### src/rtl/glitch_pkg.sv
`default_nettype none
// ============================================================================
// Module      : glitch_pkg
// Description : Shared types and constants for the glitch pulse generator:
//               FSM state encoding, counter widths, default debounce length
//               and a helper that maps a zero setting to one.
// Revision    : 1.0 - initial release
// ============================================================================
package glitch_pkg;

    localparam int CNT_W                   = 16;
    localparam int REP_W                   = 8;
    localparam int DEFAULT_DEBOUNCE_CYCLES = 2000000;

    typedef enum logic [2:0] {
        ST_IDLE  = 3'd0,
        ST_DELAY = 3'd1,
        ST_PULSE = 3'd2,
        ST_GAP   = 3'd3,
        ST_HOLD  = 3'd4
    } state_t;

    // Width and gap settings of zero behave as one cycle.
    function automatic logic [CNT_W-1:0] min_one_cnt(input logic [CNT_W-1:0] v);
        return (v == '0) ? CNT_W'(1) : v;
    endfunction

    // A repeat setting of zero behaves as a single pulse.
    function automatic logic [REP_W-1:0] min_one_rep(input logic [REP_W-1:0] v);
        return (v == '0) ? REP_W'(1) : v;
    endfunction

endpackage : glitch_pkg
`default_nettype wire

### src/rtl/btn_debounce.sv
`default_nettype none
// ============================================================================
// Module      : btn_debounce
// Description : Multi-flop synchronizer followed by a counter debouncer.
//               The level output flips only after DEBOUNCE_CYCLES consecutive
//               cycles of a synchronized value that differs from it; rise_o
//               strobes for one cycle when the level goes high.
// Revision    : 1.0 - initial release
// ============================================================================
module btn_debounce
    import glitch_pkg::*;
#(
    parameter int DEBOUNCE_CYCLES = DEFAULT_DEBOUNCE_CYCLES,
    parameter int SYNC_STAGES     = 2
) (
    input  logic clk_i,
    input  logic rst_ni,
    input  logic btn_i,
    output logic level_o,
    output logic rise_o
);

    localparam int DB_W = $clog2(DEBOUNCE_CYCLES + 1);
    localparam logic [DB_W-1:0] DB_LAST = DB_W'(DEBOUNCE_CYCLES - 1);

    logic [SYNC_STAGES-1:0] sync_q;
    logic [DB_W-1:0]        db_cnt_q;
    logic                   level_q;
    logic                   rise_q;
    logic                   w_sync;

    assign w_sync = sync_q[SYNC_STAGES-1];

    // Shift the raw button through the synchronizer chain.
    always_ff @(posedge clk_i or negedge rst_ni) begin
        if (!rst_ni) begin
            sync_q <= '0;
        end else begin
            sync_q <= (sync_q << 1) | SYNC_STAGES'(btn_i);
        end
    end

    // Count consecutive differing samples; accept the new level at the limit.
    always_ff @(posedge clk_i or negedge rst_ni) begin
        if (!rst_ni) begin
            db_cnt_q <= '0;
            level_q  <= 1'b0;
            rise_q   <= 1'b0;
        end else begin
            rise_q <= 1'b0;
            if (w_sync != level_q) begin
                if (db_cnt_q == DB_LAST) begin
                    level_q  <= w_sync;
                    rise_q   <= w_sync;
                    db_cnt_q <= '0;
                end else begin
                    db_cnt_q <= db_cnt_q + DB_W'(1);
                end
            end else begin
                db_cnt_q <= '0;
            end
        end
    end

    assign level_o = level_q;
    assign rise_o  = rise_q;

endmodule : btn_debounce
`default_nettype wire

### src/rtl/glitch_pulse_gen.sv
`default_nettype none
// ============================================================================
// Module      : glitch_pulse_gen
// Description : Button-triggered glitch request generator. A debounced press
//               while armed latches delay/width/gap/repeat and emits a train
//               of registered pulses; one run per press, abortable by
//               dropping the arm enable.
// Revision    : 1.0 - initial release
// ============================================================================
module glitch_pulse_gen
    import glitch_pkg::*;
#(
    parameter int DEBOUNCE_CYCLES = DEFAULT_DEBOUNCE_CYCLES,
    parameter int SYNC_STAGES     = 2
) (
    input  logic             i_clk,
    input  logic             i_clk_reset,
    input  logic             i_btn,
    input  logic             i_arm_en,
    input  logic [CNT_W-1:0] i_delay,
    input  logic [CNT_W-1:0] i_width,
    input  logic [CNT_W-1:0] i_gap,
    input  logic [REP_W-1:0] i_repeat,
    output logic             o_pulse,
    output logic             o_busy,
    output logic             o_done,
    output logic [CNT_W-1:0] o_count
);

    logic w_level;
    logic w_rise;

    btn_debounce #(
        .DEBOUNCE_CYCLES (DEBOUNCE_CYCLES),
        .SYNC_STAGES     (SYNC_STAGES)
    ) u_btn_debounce (
        .clk_i   (i_clk),
        .rst_ni  (i_clk_reset),
        .btn_i   (i_btn),
        .level_o (w_level),
        .rise_o  (w_rise)
    );

    state_t           state_q;
    logic [CNT_W-1:0] cnt_q;      // shared delay / width / gap down-counter
    logic [REP_W-1:0] rep_q;      // pulses still to emit, including current
    logic [CNT_W-1:0] width_q;
    logic [CNT_W-1:0] gap_q;
    logic             pulse_q;
    logic             busy_q;
    logic             done_q;
    logic [CNT_W-1:0] count_q;

    // Run sequencer: all outputs are registered alongside the state.
    always_ff @(posedge i_clk or negedge i_clk_reset) begin
        if (!i_clk_reset) begin
            state_q <= ST_IDLE;
            cnt_q   <= '0;
            rep_q   <= '0;
            width_q <= '0;
            gap_q   <= '0;
            pulse_q <= 1'b0;
            busy_q  <= 1'b0;
            done_q  <= 1'b0;
            count_q <= '0;
        end else begin
            done_q <= 1'b0;
            case (state_q)
                ST_IDLE: begin
                    if (w_rise && i_arm_en) begin
                        width_q <= min_one_cnt(i_width);
                        gap_q   <= min_one_cnt(i_gap);
                        rep_q   <= min_one_rep(i_repeat);
                        busy_q  <= 1'b1;
                        if (i_delay == '0) begin
                            state_q <= ST_PULSE;
                            cnt_q   <= min_one_cnt(i_width);
                            pulse_q <= 1'b1;
                            count_q <= count_q + CNT_W'(1);
                        end else begin
                            state_q <= ST_DELAY;
                            cnt_q   <= i_delay;
                        end
                    end
                end
                ST_DELAY, ST_PULSE, ST_GAP: begin
                    if (!i_arm_en) begin
                        // Abort: park in HOLD without a done strobe.
                        state_q <= ST_HOLD;
                        pulse_q <= 1'b0;
                    end else if (cnt_q == CNT_W'(1)) begin
                        if (state_q == ST_PULSE) begin
                            pulse_q <= 1'b0;
                            if (rep_q == REP_W'(1)) begin
                                state_q <= ST_HOLD;
                                done_q  <= 1'b1;
                            end else begin
                                rep_q   <= rep_q - REP_W'(1);
                                state_q <= ST_GAP;
                                cnt_q   <= gap_q;
                            end
                        end else begin
                            state_q <= ST_PULSE;
                            cnt_q   <= width_q;
                            pulse_q <= 1'b1;
                            count_q <= count_q + CNT_W'(1);
                        end
                    end else begin
                        cnt_q <= cnt_q - CNT_W'(1);
                    end
                end
                ST_HOLD: begin
                    // Wait for release so a held button yields one run only.
                    if (!w_level) begin
                        state_q <= ST_IDLE;
                        busy_q  <= 1'b0;
                    end
                end
                default: begin
                    state_q <= ST_IDLE;
                    busy_q  <= 1'b0;
                    pulse_q <= 1'b0;
                end
            endcase
        end
    end

    assign o_pulse = pulse_q;
    assign o_busy  = busy_q;
    assign o_done  = done_q;
    assign o_count = count_q;

endmodule : glitch_pulse_gen
`default_nettype wire

### config.mk
export PLATFORM = sky130hd
export DESIGN_NAME = glitch_pulse_gen
export DESIGN_NICKNAME = d
export VERILOG_FILES = /design/src/rtl/glitch_pkg.sv /design/src/rtl/btn_debounce.sv /design/src/rtl/glitch_pulse_gen.sv
export SDC_FILE = /design/constraint.sdc
export NUM_CORES = 1
export LEC_CHECK = 0
export CORE_MARGIN = 2
export CORE_UTILIZATION = 39
export CTS_BUF_LIST = sky130_fd_sc_hd__clkbuf_4 sky130_fd_sc_hd__clkbuf_8 sky130_fd_sc_hd__clkbuf_16
export DETAILED_ROUTE_END_ITERATION = 10
export PLACE_DENSITY = 0.6
export SLEW_MARGIN = 20
export SYNTH_ARGS = -nofsm -noshare
export SYNTH_HDL_FRONTEND = slang
export SYNTH_SLANG_ARGS = --single-unit
### constraint.sdc
create_clock -name i_clk -period 3.1 [get_ports i_clk]
set_clock_uncertainty 0.1 [all_clocks]
set_input_delay 0.62 -clock i_clk [delete_from_list [all_inputs] [get_ports i_clk]]
set_output_delay 0.62 -clock i_clk [all_outputs]
set_load 0.05 [all_outputs]
# Word-level counts from Yosys, hierarchy flattened
# Index checks and enable logic that the tools add are counted.
# W data, S select, Z words.
[totals]
ff_bits = 103
latch_bits = 0
mem_bits_rw = 0
mem_bits_ro = 0
inputBits = 60
wordCells = 102
memories = 0
[op_classes]
add_sub_neg = 4
multipliers = 0
div_mod_pow = 0
order_cmp = 0
n_eq_ne = 18
n_shift = 0
n_mux = 48
n_bitwise = 3
n_reduce_logical = 16
[ops]
columns = ["operator", "n"]
rows = [
  ["$mux W16", 13],
  ["$pmux W16 S2", 2],
  ["$logic_not A16 Y1", 3],
  ["$mux W8", 6],
  ["$mux W21", 2],
  ["$add A21 B1 Y21 const B", 1],
  ["$eq A21 B21 Y1 const B", 1],
  ["$mux W3", 6],
  ["$add A16 B1 Y16 const B", 1],
  ["$eq A16 B1 Y1 const B", 1],
  ["$ne A2 B2 Y1 const B", 8],
  ["$pmux W8 S2", 1],
  ["$sub A16 B1 Y16 const B", 1],
  ["$mux W1", 14],
  ["$reduce_and A6 Y1", 2],
  ["$pmux W3 S3", 1],
  ["$eq A8 B1 Y1 const B", 1],
  ["$logic_not A8 Y1", 1],
  ["$reduce_and A4 Y1", 2],
  ["$sub A8 B1 Y8 const B", 1],
  ["$eq A3 B2 Y1 const B", 2],
  ["$pmux W1 S3", 2],
  ["$reduce_and A3 Y1", 2],
  ["$ne A4 B4 Y1 const B", 1],
  ["other kinds (12)", 14],
]

# Depth between registers and ports, before layout
[depth]
word_depth = 6
depth_mapped = 9
depth_no_buf = 7

# Hierarchy
# A second synthesis with hierarchy kept.
[hier_totals]
hier_cells = 589
hier_area_um2 = 5756.8
[modules_own_cells]
columns = ["mod", "n_inst", "cells_per_inst", "area_each_um2", "seq_area_each_um2"]
rows = [
  ["glitch_pulse_gen", 1, 469, 4493.1, 1951.9],
  ["btn_debounce", 1, 120, 1263.7, 625.6],
]

# Worst setup path after synthesis
# No wires, ideal clock.
[synth_timing]
kind = "input to register"
startpoint = "input port i_delay[0]"
endpoint = "register cnt_q[9]"
setup_ns = 0.077
t_arrival_ns = 2.065
required_time_ns = 2.923
slack_ns = 0.858
path_stages = 7
n_path_buf = 2
cell_sequence = "nor4_1 and4_1 clkbuf_1 buf_1 a211oi_1 a31o_2 a21oi_1"
[synth_via]
elab_chain_len = 4
[synth_rtl]
columns = ["element", "line_no", "text"]
rows = [
  ["start: declaration", "glitch_pulse_gen.sv:20", "input logic [CNT_W-1:0] i_delay,"],
  ["$logic_not A16 Y1", "glitch_pulse_gen.sv:75", "if (i_delay == '0) begin"],
  ["$mux W16", "glitch_pulse_gen.sv:75", ""],
  ["$mux W16", "glitch_pulse_gen.sv:70", "if (w_rise && i_arm_en) begin"],
  ["$pmux W16 S2", "glitch_pulse_gen.sv:68", "case (state_q)"],
  ["end signal: assignment", "glitch_pulse_gen.sv:77", "cnt_q <= min_one_cnt(i_width);"],
  ["end signal: assignment", "glitch_pulse_gen.sv:82", "cnt_q <= i_delay;"],
  ["end signal: assignment", "glitch_pulse_gen.sv:100", "cnt_q <= gap_q;"],
  ["end: declaration", "glitch_pulse_gen.sv:45", "logic [CNT_W-1:0] cnt_q;"],
]
# Every way passes these cells. The select of a mux whose other input is x is not followed.
# A chain may end at the register's enable or synchronous reset.

# Worst setup path in the final report
[layout_timing]
startpoint = "input port i_delay[9]"
endpoint = "register count_q[10], in the netlist o_count[10]"
[layout_via]
elab_chain_len = 3
[layout_rtl]
columns = ["element", "line_no", "text"]
rows = [
  ["$logic_not A16 Y1", "glitch_pulse_gen.sv:75", ""],
  ["$ne A2 B2 Y1 (no source line)", "-", ""],
  ["$reduce_and A6 Y1 (no source line)", "-", ""],
  ["end signal: assignment", "glitch_pulse_gen.sv:79", "count_q <= count_q + CNT_W'(1);"],
  ["end signal: assignment", "glitch_pulse_gen.sv:106", "count_q <= count_q + CNT_W'(1);"],
  ["end: declaration", "glitch_pulse_gen.sv:52", "logic [CNT_W-1:0] count_q;"],
]
# Every way passes these cells.

==> impl_metrics.env <==
export IMPL_ys_ff_latch=103
export IMPL_power_density_nw_per_um2=372
export IMPL_cts_tree="built"
export IMPL_ir_drop_uv=294
export IMPL_worst_r2r_dst="o_count[1]$_DFFE_PN0P_"
export IMPL_cts_root_buf="sky130_fd_sc_hd__clkbuf_16"
export IMPL_syn_inst=584
export IMPL_sw_frac_of_total_pct=24.2
export IMPL_cts_hold_fix_buffers=0
export IMPL_drt_first_iter_violations=531
export IMPL_leakagePower_nw=3.08
export IMPL_pwr_share_seq_pct=50.7
export IMPL_global_route_wire_length_before_repair_microns=26200
export IMPL_hold_path_class="in -> async"
export IMPL_timing_final_crit_share_pct=88.5
export IMPL_setup_tns_final_ns=0
export IMPL_cts_repair_resized=0
export IMPL_synthXorXnorAreaFrac_pct=5.43
export IMPL_drc=0
export IMPL_initial_utilization_pct=40.0
export IMPL_yosys_mux_area_fraction_pct=8.36
export IMPL_gp_congestion=0.868
export IMPL_nNetsFinal=732
export IMPL_post_route_worst_setup_slack_ns=0.355
export IMPL_worstPathRequired_ns=3.27
export IMPL_seq_area_frac_synth_pct=44.4
export IMPL_path_max_fanout=14
export IMPL_grt_pass1_vias=4955
export IMPL_grt_overflow_total=0
export IMPL_crit_path_max_incr_delay_ns=0.57
export IMPL_rsz0062_at_grt="false"
export IMPL_numCtsBuffers=9
export IMPL_floorplan_core_area_sq_um=14500
export IMPL_final_core_utilization_pct=49.4
export IMPL_synth_edff_count=0
export IMPL_synth_most_common_cell="sky130_fd_sc_hd__dfrtp_1"
export IMPL_htree_num_levels=3
export IMPL_cell_taking_the_most_area_after_synthesis="sky130_fd_sc_hd__dfrtp_1"
export IMPL_dp_cells=839
export IMPL_mean_instance_size_in_the_synthesized_netlist_sq_um=9.95
export IMPL_number_of_endpoints_failing_setup_at_the_final_stage=0
export IMPL_clock_insertion_delay_worst_skew_ns=0.36
export IMPL_ys_async_sr_fraction_pct=100
export IMPL_cellInternalPower_w=0.00203
export IMPL_num_rows=44
export IMPL_fraction_of_final_layout_cells_with_drive_strength_greater_than_1_pct=14.6
export IMPL_place_detailed_hpwl_microns=11500
export IMPL_maxCapViolCount=0
export IMPL_mappedNetlistArea_sq_um=5810
export IMPL_synthesis_to_layout_area_growth_pct=23.7
export IMPL_synth_yosys_warnings=0
export IMPL_relSlewSlack_pct=34.6
export IMPL_vias=5011
export IMPL_r2r_slack_ns=0.62
export IMPL_net_count_synth=650
export IMPL_post_cts_setup_buffers=0
export IMPL_post_synth_and_or_nand_nor_area_fraction_pct=21.6
export IMPL_die_area_sq_um=15900
export IMPL_cp_end_kind="register"
export IMPL_crit_type="in -> reg"
export IMPL_finalNonFillerCells=855
export IMPL_cp_top_family="simple AND/OR/NAND/NOR gates"
export IMPL_critical_path_startpoint_type="input pin"
export IMPL_share_comb_of_total_power_pct=6.4
export IMPL_antenna_diode_count=0
export IMPL_synth_main_ff_cell="sky130_fd_sc_hd__dfrtp_1"
export IMPL_synth_top_cells_by_area="sky130_fd_sc_hd__dfrtp_1 44%, sky130_fd_sc_hd__mux2_2 7.0%, sky130_fd_sc_hd__xor2_1 4.4%"
export IMPL_synth_compound_area_share_pct=16.0
export IMPL_synthTopCellsByCount="103 x sky130_fd_sc_hd__dfrtp_1, 46 x sky130_fd_sc_hd__nand2_1, 43 x sky130_fd_sc_hd__nor2_1"
export IMPL_timing_worst_slew_pin_value_ns=0.972
export IMPL_timing_critical_path_mode_cell="sky130_fd_sc_hd__nor4_1"
export IMPL_antenna_found_initial=0
export IMPL_clk_path_buf_depth=2
export IMPL_ordered_cell_list_for_the_critical_path="clkdlybuf4s50_1, nor4_1, and4_1, a22oi_1, buf_4, nor4_1, xor2_1"
export IMPL_slew_violations=0
export IMPL_synth_top_cell_area_share_pct=44.4
export IMPL_post_route_min_period_ns=2.74
export IMPL_critPathBufInv=2
export IMPL_boundaryPins=79
export IMPL_floorplan_die_width_microns=126
export IMPL_largest_family_of_logic_cells_by_synthesized_area="simple AND/OR/NAND/NOR gates"
export IMPL_post_synth_fa_ha_maj_area_fraction_pct=1.29
export IMPL_worst_setup_endpoint="o_count[10]$_DFFE_PN0P_"
export IMPL_switching_power_w=0.000646
export IMPL_place_area_sq_um=6880
export IMPL_final_hold_viol_count=0
export IMPL_chipHeight_microns=126
export IMPL_routed_wire_length_per_instance_microns=18.8
export IMPL_numPortBuffers=78
export IMPL_crit_path_top_delay_cell="sky130_fd_sc_hd__nor4_1"
export IMPL_via_per_inst=5.86
export IMPL_postLayoutCellArea_sq_um=7180
export IMPL_reg2reg_from="cnt_q[8]$_DFFE_PN0P_"
export IMPL_detail_route_first_pass_iterations=5
export IMPL_count_of_cell_instances_traversed_by_the_critical_path=7
export IMPL_outcome="completed"
export IMPL_post_place_ws_ns=0.0453
export IMPL_reg2reg_depth=6
export IMPL_postRouteAntennaNets=0
export IMPL_setup_worst_path_start="i_delay[9]"
export IMPL_drt_wl_total_microns=16000
export IMPL_globalRouteTotalUtil_pct=20.4
export IMPL_clk_pin_slew_worst_paths_ns=0.07
export IMPL_clockPowerShare_pct=42.8
export IMPL_largest_net_degree_at_the_start_of_global_routing=104
export IMPL_achievable_frequency_ghz=0.364
export IMPL_numClockSinks=103
export IMPL_critPathArrivalTime_ns=2.92
export IMPL_netlist_cell_type_count=70
## per-stage QoR
stage          power, W  hold WS [ns]
2_1_floorplan   0.00142         0.224
3_3_place_gp    0.00155         0.234
3_5_place_dp    0.00156         0.239
4_1_cts         0.00272         0.252
5_1_grt         0.00279         0.256
6_report        0.00267         0.209
## layout make-up
cell class	instances	area, sq um
Fill cell	1374	7350
Multi-Input combinational cell	440	3070
Sequential cell	103	2580
Timing Repair Buffer	102	971
Clock buffer	10	239
Tap cell	184	230
Clock inverter	6	62.6
Inverter	10	37.5
## how the worst min path moves through the flow
stage                                        from                                  to  depth (start not counted)
3_5_place_dp   u_btn_debounce.sync_q[0]$_DFF_PN0_  u_btn_debounce.sync_q[1]$_DFF_PN0_                          0
5_1_grt        u_btn_debounce.sync_q[0]$_DFF_PN0_  u_btn_debounce.sync_q[1]$_DFF_PN0_                          0
6_report                              i_clk_reset              o_count[9]$_DFFE_PN0P_                          2
4_1_cts        u_btn_debounce.sync_q[0]$_DFF_PN0_  u_btn_debounce.sync_q[1]$_DFF_PN0_                          0
2_1_floorplan                         i_clk_reset                cnt_q[0]$_DFFE_PN0P_                          0
3_3_place_gp   u_btn_debounce.sync_q[0]$_DFF_PN0_  u_btn_debounce.sync_q[1]$_DFF_PN0_                          0
## per-layer routing
layer | vias up | GRT usage (%) | share of wire [%]
met5 | - | 0 | 0
met4 | 0 | 6.46 | 2.2
met3 | 27 | 4.33 | 7.9
met2 | 202 | 31.5 | 45
met1 | 2431 | 28.9 | 45
li1 | 2351 | - | -
## cell families (layout without fill, tap and decap cells)
family	after synthesis	after routing
buffers and inverters	41	128
flip-flops	103	103
adder cells (fa/ha/maj)	6	6
AO/OA/AOI/OAI	129	129
AND/OR/NAND/NOR	225	225
multiplexers	44	44
XOR/XNOR	36	36
## placed cells by master (no fill, tap or decap), types with 5 or more instances in the layout
cell,count
sky130_fd_sc_hd__dfrtp_1,103
sky130_fd_sc_hd__clkdlybuf4s50_1,77
sky130_fd_sc_hd__nand2_1,46
sky130_fd_sc_hd__nor2_1,42
sky130_fd_sc_hd__mux2_2,36
sky130_fd_sc_hd__xor2_1,29
sky130_fd_sc_hd__buf_4,24
sky130_fd_sc_hd__nor4_1,23
sky130_fd_sc_hd__a21oi_1,23
sky130_fd_sc_hd__nand3_1,21
sky130_fd_sc_hd__nor3_1,19
sky130_fd_sc_hd__o21ai_0,15
sky130_fd_sc_hd__a211oi_1,15
sky130_fd_sc_hd__nand4_1,14
sky130_fd_sc_hd__inv_1,10
sky130_fd_sc_hd__or3_1,9
sky130_fd_sc_hd__clkbuf_16,9
sky130_fd_sc_hd__mux2i_1,8
sky130_fd_sc_hd__xnor2_1,7
sky130_fd_sc_hd__nand2b_1,7
sky130_fd_sc_hd__a31oi_1,7
sky130_fd_sc_hd__nor3b_1,6
sky130_fd_sc_hd__a21o_1,6
sky130_fd_sc_hd__o22ai_1,6
sky130_fd_sc_hd__a211o_1,6
sky130_fd_sc_hd__o31ai_1,6
sky130_fd_sc_hd__o211ai_1,6
sky130_fd_sc_hd__ha_1,6
sky130_fd_sc_hd__nor2b_1,5
sky130_fd_sc_hd__o32ai_1,5
## flip-flops by register name, indices dropped and copies added, names as in the netlist
register and flops:
cnt_q 16, width_q 16, o_pulse 1, o_count 16, state_q 3, u_btn_debounce.rise_o 1
u_btn_debounce.level_o 1, o_busy 1, gap_q 16, u_btn_debounce.db_cnt_q 21, o_done 1, u_btn_debounce.sync_q 2
rep_q 8
## worst register-to-register path: stages, from the launching register on
cell and delay [ns]:
sky130_fd_sc_hd__dfrtp_1 0.45, sky130_fd_sc_hd__or3_1 0.51, sky130_fd_sc_hd__nor4_4 0.48, sky130_fd_sc_hd__a21oi_2 0.09, sky130_fd_sc_hd__buf_4 0.22, sky130_fd_sc_hd__nor2_1 0.19, sky130_fd_sc_hd__mux2_2 0.35
## power by group through the flow
stage / logic, W / registers (W) / clock network, W
after floorplan: 0.0000374 / 0.00138 / 0
after global placement: 0.000172 / 0.00138 / 0
after detailed placement: 0.000174 / 0.00138 / 0
after CTS: 0.000175 / 0.00136 / 0.00119
after global routing: 0.000188 / 0.00136 / 0.00124
final: 0.000172 / 0.00136 / 0.00115
Power figures use the tool's default switching activity.
